**src/rtl/mem_arb_pkg.sv**
```systemverilog
// Shared encodings for the memory-port arbiter: FSM states, transaction owner
// and the default watchdog limit.
package mem_arb_pkg;

   localparam int STATE_SIZE      = 2;
   localparam int TIMEOUT_DEFAULT = 255;

   typedef enum logic [STATE_SIZE-1:0] {
      ST_IDLE  = 2'd0,
      ST_ISSUE = 2'd1,
      ST_WAIT  = 2'd2,
      ST_RESP  = 2'd3
   } state_t;

   typedef enum logic {
      OWN_IC = 1'b0,
      OWN_DC = 1'b1
   } owner_t;

endpackage

```
**src/rtl/mem_arbiter.sv**
```systemverilog
// Serialises icache refills and data-side loads/stores onto one memory port,
// one transaction in flight, round-robin on contention, watchdog on hung responses.
module mem_arbiter
   import mem_arb_pkg::*;
#(
   parameter int ADDR_W  = 32,
   parameter int DATA_W  = 32,
   parameter int TIMEOUT = TIMEOUT_DEFAULT
) (
   input  logic                clk,
   input  logic                rst,
   input  logic                ic_req,
   input  logic [ADDR_W-1:0]   ic_addr,
   output logic [DATA_W-1:0]   ic_data,
   output logic                ic_valid,
   output logic                ic_err,
   input  logic                dc_req,
   input  logic                dc_we,
   input  logic [ADDR_W-1:0]   dc_addr,
   input  logic [DATA_W-1:0]   dc_wdata,
   input  logic [DATA_W/8-1:0] dc_wstrb,
   output logic [DATA_W-1:0]   dc_rdata,
   output logic                dc_valid,
   output logic                dc_err,
   output logic                mem_req,
   output logic                mem_we,
   output logic [ADDR_W-1:0]   mem_addr,
   output logic [DATA_W-1:0]   mem_wdata,
   output logic [DATA_W/8-1:0] mem_wstrb,
   input  logic                mem_ready,
   input  logic                mem_valid,
   input  logic [DATA_W-1:0]   mem_rdata
);

   localparam int CNT_W = (TIMEOUT < 2) ? 1 : $clog2(TIMEOUT + 1);

   state_t              state, state_nx;
   owner_t              owner, last_owner, win;
   logic [CNT_W-1:0]    cnt;
   logic                timed_out;
   logic                any_req;
   logic [DATA_W-1:0]   rdata_q;
   logic                err_q;
   logic                we_q;
   logic [ADDR_W-1:0]   addr_q;
   logic [DATA_W-1:0]   wdata_q;
   logic [DATA_W/8-1:0] wstrb_q;

   // On a tie the side that was not served last goes first.
   function automatic owner_t rr_grant(input logic ic, input logic dc, input owner_t last);
      if (ic && dc) return (last == OWN_IC) ? OWN_DC : OWN_IC;
      return dc ? OWN_DC : OWN_IC;
   endfunction

   assign any_req   = ic_req || dc_req;
   assign win       = rr_grant(ic_req, dc_req, last_owner);
   assign timed_out = (cnt == CNT_W'(TIMEOUT));

   always_ff @(posedge clk or negedge rst) begin
      if (!rst) state <= ST_IDLE;
      else      state <= state_nx;
   end

   always_comb begin
      state_nx = state;
      case (state)
         ST_IDLE:  if (any_req)                state_nx = ST_ISSUE;
         ST_ISSUE: if (mem_ready)              state_nx = ST_WAIT;
         ST_WAIT:  if (mem_valid || timed_out) state_nx = ST_RESP;
         default:                              state_nx = ST_IDLE;
      endcase
   end

   always_comb begin
      mem_req  = (state == ST_ISSUE);
      ic_valid = (state == ST_RESP) && (owner == OWN_IC);
      dc_valid = (state == ST_RESP) && (owner == OWN_DC);
      ic_err   = ic_valid && err_q;
      dc_err   = dc_valid && err_q;
   end

   // Payload, owner, watchdog and response capture.
   always_ff @(posedge clk or negedge rst) begin
      if (!rst) begin
         owner      <= OWN_IC;
         last_owner <= OWN_IC;
         cnt        <= '0;
         rdata_q    <= '0;
         err_q      <= 1'b0;
         we_q       <= 1'b0;
         addr_q     <= '0;
         wdata_q    <= '0;
         wstrb_q    <= '0;
      end else begin
         case (state)
            ST_IDLE: if (any_req) begin
               owner <= win;
               if (win == OWN_DC) begin
                  we_q    <= dc_we;
                  addr_q  <= dc_addr;
                  wdata_q <= dc_wdata;
                  wstrb_q <= dc_wstrb;
               end else begin
                  we_q    <= 1'b0;
                  addr_q  <= ic_addr;
                  wdata_q <= '0;
                  wstrb_q <= '0;
               end
            end
            ST_ISSUE: if (mem_ready) cnt <= '0;
            ST_WAIT: begin
               // A response landing on the final watchdog cycle still counts.
               if (mem_valid) begin
                  rdata_q <= mem_rdata;
                  err_q   <= 1'b0;
               end else if (timed_out) begin
                  rdata_q <= '0;
                  err_q   <= 1'b1;
               end else begin
                  cnt <= cnt + CNT_W'(1);
               end
            end
            default: last_owner <= owner;
         endcase
      end
   end

   assign mem_we    = we_q;
   assign mem_addr  = addr_q;
   assign mem_wdata = wdata_q;
   assign mem_wstrb = wstrb_q;
   assign ic_data   = rdata_q;
   assign dc_rdata  = rdata_q;

endmodule

```
**config.mk**
```make
export PLATFORM = sky130hd
export DESIGN_NAME = mem_arbiter
export DESIGN_NICKNAME = d
export VERILOG_FILES = /design/src/rtl/mem_arb_pkg.sv /design/src/rtl/mem_arbiter.sv
export SDC_FILE = /design/constraint.sdc
export NUM_CORES = 1
export LEC_CHECK = 0
export CORE_MARGIN = 8
export CORE_UTILIZATION = 30
export DETAILED_ROUTE_END_ITERATION = 16
export GPL_ROUTABILITY_DRIVEN = 0
export PLACE_DENSITY = 0.68
export SLEW_MARGIN = 20
export SYNTH_ARGS = -nofsm -noshare
export SYNTH_HDL_FRONTEND = slang
export SYNTH_SLANG_ARGS = --single-unit
```
**constraint.sdc**
```tcl
create_clock -name clk -period 1.92 [get_ports clk]
set_input_delay 0.192 -clock clk [delete_from_list [all_inputs] [get_ports clk]]
set_output_delay 0.192 -clock clk [all_outputs]
set_load 0.02 [all_outputs]
```
# Word-level counts from Yosys, hierarchy flattened
# Cells that the tools add are included.
[totals] regBits=114 input_bits=139 out_inout_bits=138 word_cells=57
[op_classes] add_sub_neg=1 eq_ne=9 muxes=21 bitwise=1 reduce_logical=15
[ops] op="$mux 32" count=4
[ops] op="$mux 8" count=3
[ops] op="$pmux 8 s2" count=1
[ops] op="$add 8x1->8 const B" count=1
[ops] op="$eq 8x8->1 const B" count=1
[ops] op="$mux 1" count=8
[ops] op="$ne 2x2->1 const B" count=4
[ops] op="$mux 2" count=3
[ops] op="$pmux 2 s3" count=1
[ops] op="$logic_and 1x1->1" count=5
[ops] op="$eq 2x2->1 const B" count=2
[ops] op="$mux 4" count=1
[ops] op="$reduce_and 2->1" count=2
[ops] op="$reduce_and 4->1" count=1
[ops] op="$reduce_bool 2->1" count=2
[ops] op="$reduce_and 3->1" count=1
[ops] op="$reduce_or 3->1" count=1
[ops] op="$eq 2x1->1 const B" count=1
[ops] op="$logic_not 2->1" count=1
[ops] op="$logic_or 1x1->1" count=2
[ops] op="$ne 2x1->1 const B" count=1
[ops] op="$not 1->1" count=1

# Longest topological paths before layout
# Gate-level depths: netlist of the first run.
[logic_depth] depth_word=4 mapped_depth=7 depth_no_buf=6

# Worst setup path after synthesis of the first run
# OpenSTA, ideal clock, no wires.
[synth_path] path_type="register -> register" startpoint="register state[0]" endpoint="register state[1]" setup_ns=0.128 arrival_ns=1.608 required_time_ns=1.792 slack_ns=0.184 stages_incl_launch_ff=6 n_path_buf=0 period_less_slack_ns=1.736 cell_sequence="dfrtp_1 -> ha_1 -> nor2b_1 -> a21oi_1 -> a21boi_1 -> mux2_1"
[synth_between] elab_chain_len=3 elab_cells_between_ends=8 cone_classes="eq/ne: 5; mux: 1; reduce/logical: 2"
[synth_lines] element="start: declaration" line_no="mem_arbiter.sv:37" rtl="state_t state, state_nx;"
[synth_lines] element="start signal: assignment" line_no="mem_arbiter.sv:61" rtl="else state <= state_nx;"
[synth_lines] element="$eq 2x1->1 (*)"
[synth_lines] element="via mem_req" line_no="mem_arbiter.sv:25" rtl="output logic mem_req,"
[synth_lines] element="$ne 2x1->1 (no source line)"
[synth_lines] element="$reduce_and 3->1 (no source line)"
# Mark *: on every way through the listed nets, which the timed path passes. The rest lies on a longest branch.
# A chain may end at the register's enable or synchronous reset.

# Worst setup path after layout of the first run
[layout_path] startpoint="register cnt[0]" endpoint="register rdata_q[10], in the netlist dc_rdata[10]"
[layout_between] elab_chain_len=3
[layout_lines] element="start: declaration" line_no="mem_arbiter.sv:39" rtl="logic [CNT_W-1:0] cnt;"
[layout_lines] element="start signal: assignment" line_no="mem_arbiter.sv:120" rtl="cnt <= cnt + CNT_W'(1);"
[layout_lines] element="$eq 8x8->1" line_no="mem_arbiter.sv:57" rtl="assign timed_out = (cnt == CNT_W'(TIMEOUT));"
[layout_lines] element="$reduce_bool 2->1 (no source line)"
[layout_lines] element="$reduce_and 2->1 (no source line)"
[layout_lines] element="end signal: assignment" line_no="mem_arbiter.sv:114" rtl="rdata_q <= mem_rdata;"
[layout_lines] element="end: declaration" line_no="mem_arbiter.sv:42" rtl="logic [DATA_W-1:0] rdata_q;"
# No other way between the ends.

==> results of run 1 <==
critical path, stage by stage (launching register included):
cell      delay [ps]
dfrtp_1          410
ha_1             250
nand4_2          140
o21bai_4         280
nand2_4          260
a22o_1           330
cell families after synthesis:
family	count (synthesis)	share of synthesized area, %
AO/OA/AOI/OAI	121	18.2
adder cells (fa/ha/maj)	5	1.25
buffers and inverters	62	8.11
flip-flops	114	57.1
multiplexers	35	7.06
AND/OR/NAND/NOR	81	8.31
metal layers:
metal	GRT usage (%)	routed length, µm
met1	17.2	6550
met2	28.3	8860
met3	5.97	1100
met4	5.57	257
met5	0	0
timing repair:
item	CTS	global route
gates resized for setup	8	1
endpoints found under the hold margin	114	0
hold buffers	1	0
endpoints found under the setup margin	5	3
setup buffers	0	1
cloned	0	0
power by group:
group | internal [µW] | switching [µW]
logic | 3450 | 3570
registers | 3440 | 706
clock network | 1920 | 1170
total | 8810 | 5450
final cells by class:
type | count | share of cell area [%]
clock buffers | 18 | 5.10
clock inverters | 14 | 1.86
inverters | 2 | 0.0893
multi-input cells | 242 | 21.0
flip-flops and latches | 114 | 33.9
well taps | 220 | 3.27
repair buffers | 289 | 34.7
cell usage in the layout, fill, tap and decap left out, types with 2 or more instances in the layout:
master             n
a21oi_1            6
o21ai_0           31
clkinvlp_4         4
buf_12             5
a21o_1             2
bufinv_16          2
buf_4              8
ha_1               4
nor3b_1            3
inv_1              2
clkinv_4           4
clkdlybuf4s50_1  270
nand3_1           10
and2_1             3
nand4b_1           3
mux2i_1           33
a22o_1            69
nor2_1             4
o21ai_1            2
dfrtp_1          114
dlygate4sd2_1      4
nand2_1           41
clkbuf_16         17
and3_1             5
inv_6              3
per-stage QoR:
| step | setup TNS (ps) | hold slack, ps |
|---|---|---|
| floorplan | 0 | -104 |
| global placement | 0 | 63.6 |
| detailed placement | 0 | 66.3 |
| CTS | 0 | 185 |
| global route | -0.380 | 175 |
| finish | 0 | 194 |
path summary, 6_finish.rpt:
check	start	to	slack, ps	cells after the start
setup reg to reg	cnt[0]$_DFFE_PN0P_	dc_rdata[10]$_DFFE_PN0P_	100	5
hold reg to reg	mem_addr[4]$_DFFE_PN0P_	mem_addr[4]$_DFFE_PN0P_	480	2
min in group clk	mem_rdata[18]	dc_rdata[18]$_DFFE_PN0P_	380	2
hold / removal	rst	mem_addr[1]$_DFFE_PN0P_	190	2
max in group asynchronous	rst	mem_wstrb[1]$_DFFE_PN0P_	1140	3
setup / recovery	cnt[0]$_DFFE_PN0P_	dc_rdata[10]$_DFFE_PN0P_	100	5
state kept, by name, summed over array words and instances (netlist names), 2 cells and up:
register and cells:
state 2, dc_rdata 32, mem_wdata 32, cnt 8, mem_wstrb 4, mem_addr 32
==> impl_results.md, run 1 <==
- Clock buffer count from CTS: 17
- Largest net degree at the start of global routing: 86
- Yosys warning count: 0
- First-pass GRT wire length: around 27 mm
- Clock Latency Late Sink: approximately 400 ps
- Top-count cell post-synth: dfrtp_1
- Post-Place Cell Area: 7800 µm²
- Status: finished clean
- Mapped Nets: between 500 and 600
- Core Region: 16500 µm²
- DR vias: around 4300
- Yosys cell types: 42
- Area of the multi-input gates: roughly 1800 µm²
- # nets final: about 800
- Commonest cells in the netlist: 114 x dfrtp_1, 69 x a22o_1, 41 x nand2_1, 37 x buf_4, 33 x mux2i_1
- Non-filler cells, final: between 800 and 900
- Static Leak: between 0.003 and 0.004 µW
- Longest Clk Path Bufs: 2
- Wire per inst: 18.7 µm
- Setup CP Type: reg -> reg
- Synth top area share: 57.1%
- GR Overflow Total: 0
- Max-cap violations: 0
- Fin area: about 8400 µm²
- Total Routing Usage GR: 16.0%
- Drt drc: 0
- Sequential area share after synthesis: between 50 and 60%
- Final worst path period need: about 1800 ps
- Worst slew margin: a little under three quarters
- Sink Count: between 100 and 150
- Mapped Area: around 5000 µm²
- Die Span X: about 150 µm
- CTS tree: yes
- Ant diodes: 0
- CTS root buffer: clkbuf_16
- Slew Viols, Final: 0
- #FFs+latches synth: approximately 110
- Overall power: between 10000 and 15000 µW
- FFs w/ async S/R, synth: between 90% and 100%
- Clock transition at path regs: approximately 60 ps
- Top FF cell, synth: dfrtp_1
- Pre-antenna DRT Iters: 4
- Post-synth top area cell: dfrtp_1
- Syn Inst Count: between 400 and 500
- WP data required: between 2000 and 2500 ps
- P per Cell Area: approximately 1700 nW/µm²
- Hold Crit Class: in -> async
- Unrepaired setup endpoints after global routing: true
- IO Pins: 277
- Fin crit share: about 95%
- Fin. Hold Viols: 0
- Core Rows: 47
- Post-Place Worst Slack: approximately 120 ps
- Clk_skew: between 9 and 10 ps
- VDD IR-drop max: between 700 and 800 µV
- Antenna violations before repair: 0
- Dpl hpwl: between 10 and 15 mm
- Reg area: 2850 µm²
- Initial core utilization: ~30%
- # H-tree levels: 4
- CP endpoint kind: flop
- Share of cells above drive strength 1: under 10%
- DRT antenna net count: 0
- Worst-margin pin slew: roughly 430 ps
- Fillers: 1468
- Final Setup Violations: 0
- Synth top area cells: dfrtp_1 57%, a22o_1 12%, mux2i_1 6.6%
- Mapped Avg Cell Area: between 10 and 15 µm²
- Max FO, Critical Path: 32
- Vias in the first global route: ~4600
- Crit path arrival time: 2110 ps
- IO Port Bufs: 276
- Vias per cell: 4.79
- Initial drt markers: roughly 190
- Max Freq: roughly 550 MHz
- Worst setup SP type: flop
- Final WS setup: 102 ps
- EDFF count, synth: 0
- Final Util: between 50% and 60%
- Placed Instances: between 800 and 900
- Die Y: 145 µm
- Die Area: around 21000 µm²
- Syn-to-layout area delta: 68.2%
- Routed WL: approximately 17 mm
Power figures use the tool's default switching activity.
==> inputs of run 2 (changes only) <==
Settings changed: SLEW_MARGIN 20 to 5.
==> results of run 2 <==
No change in the layout: final DEF, timing and power equal those of run 1.
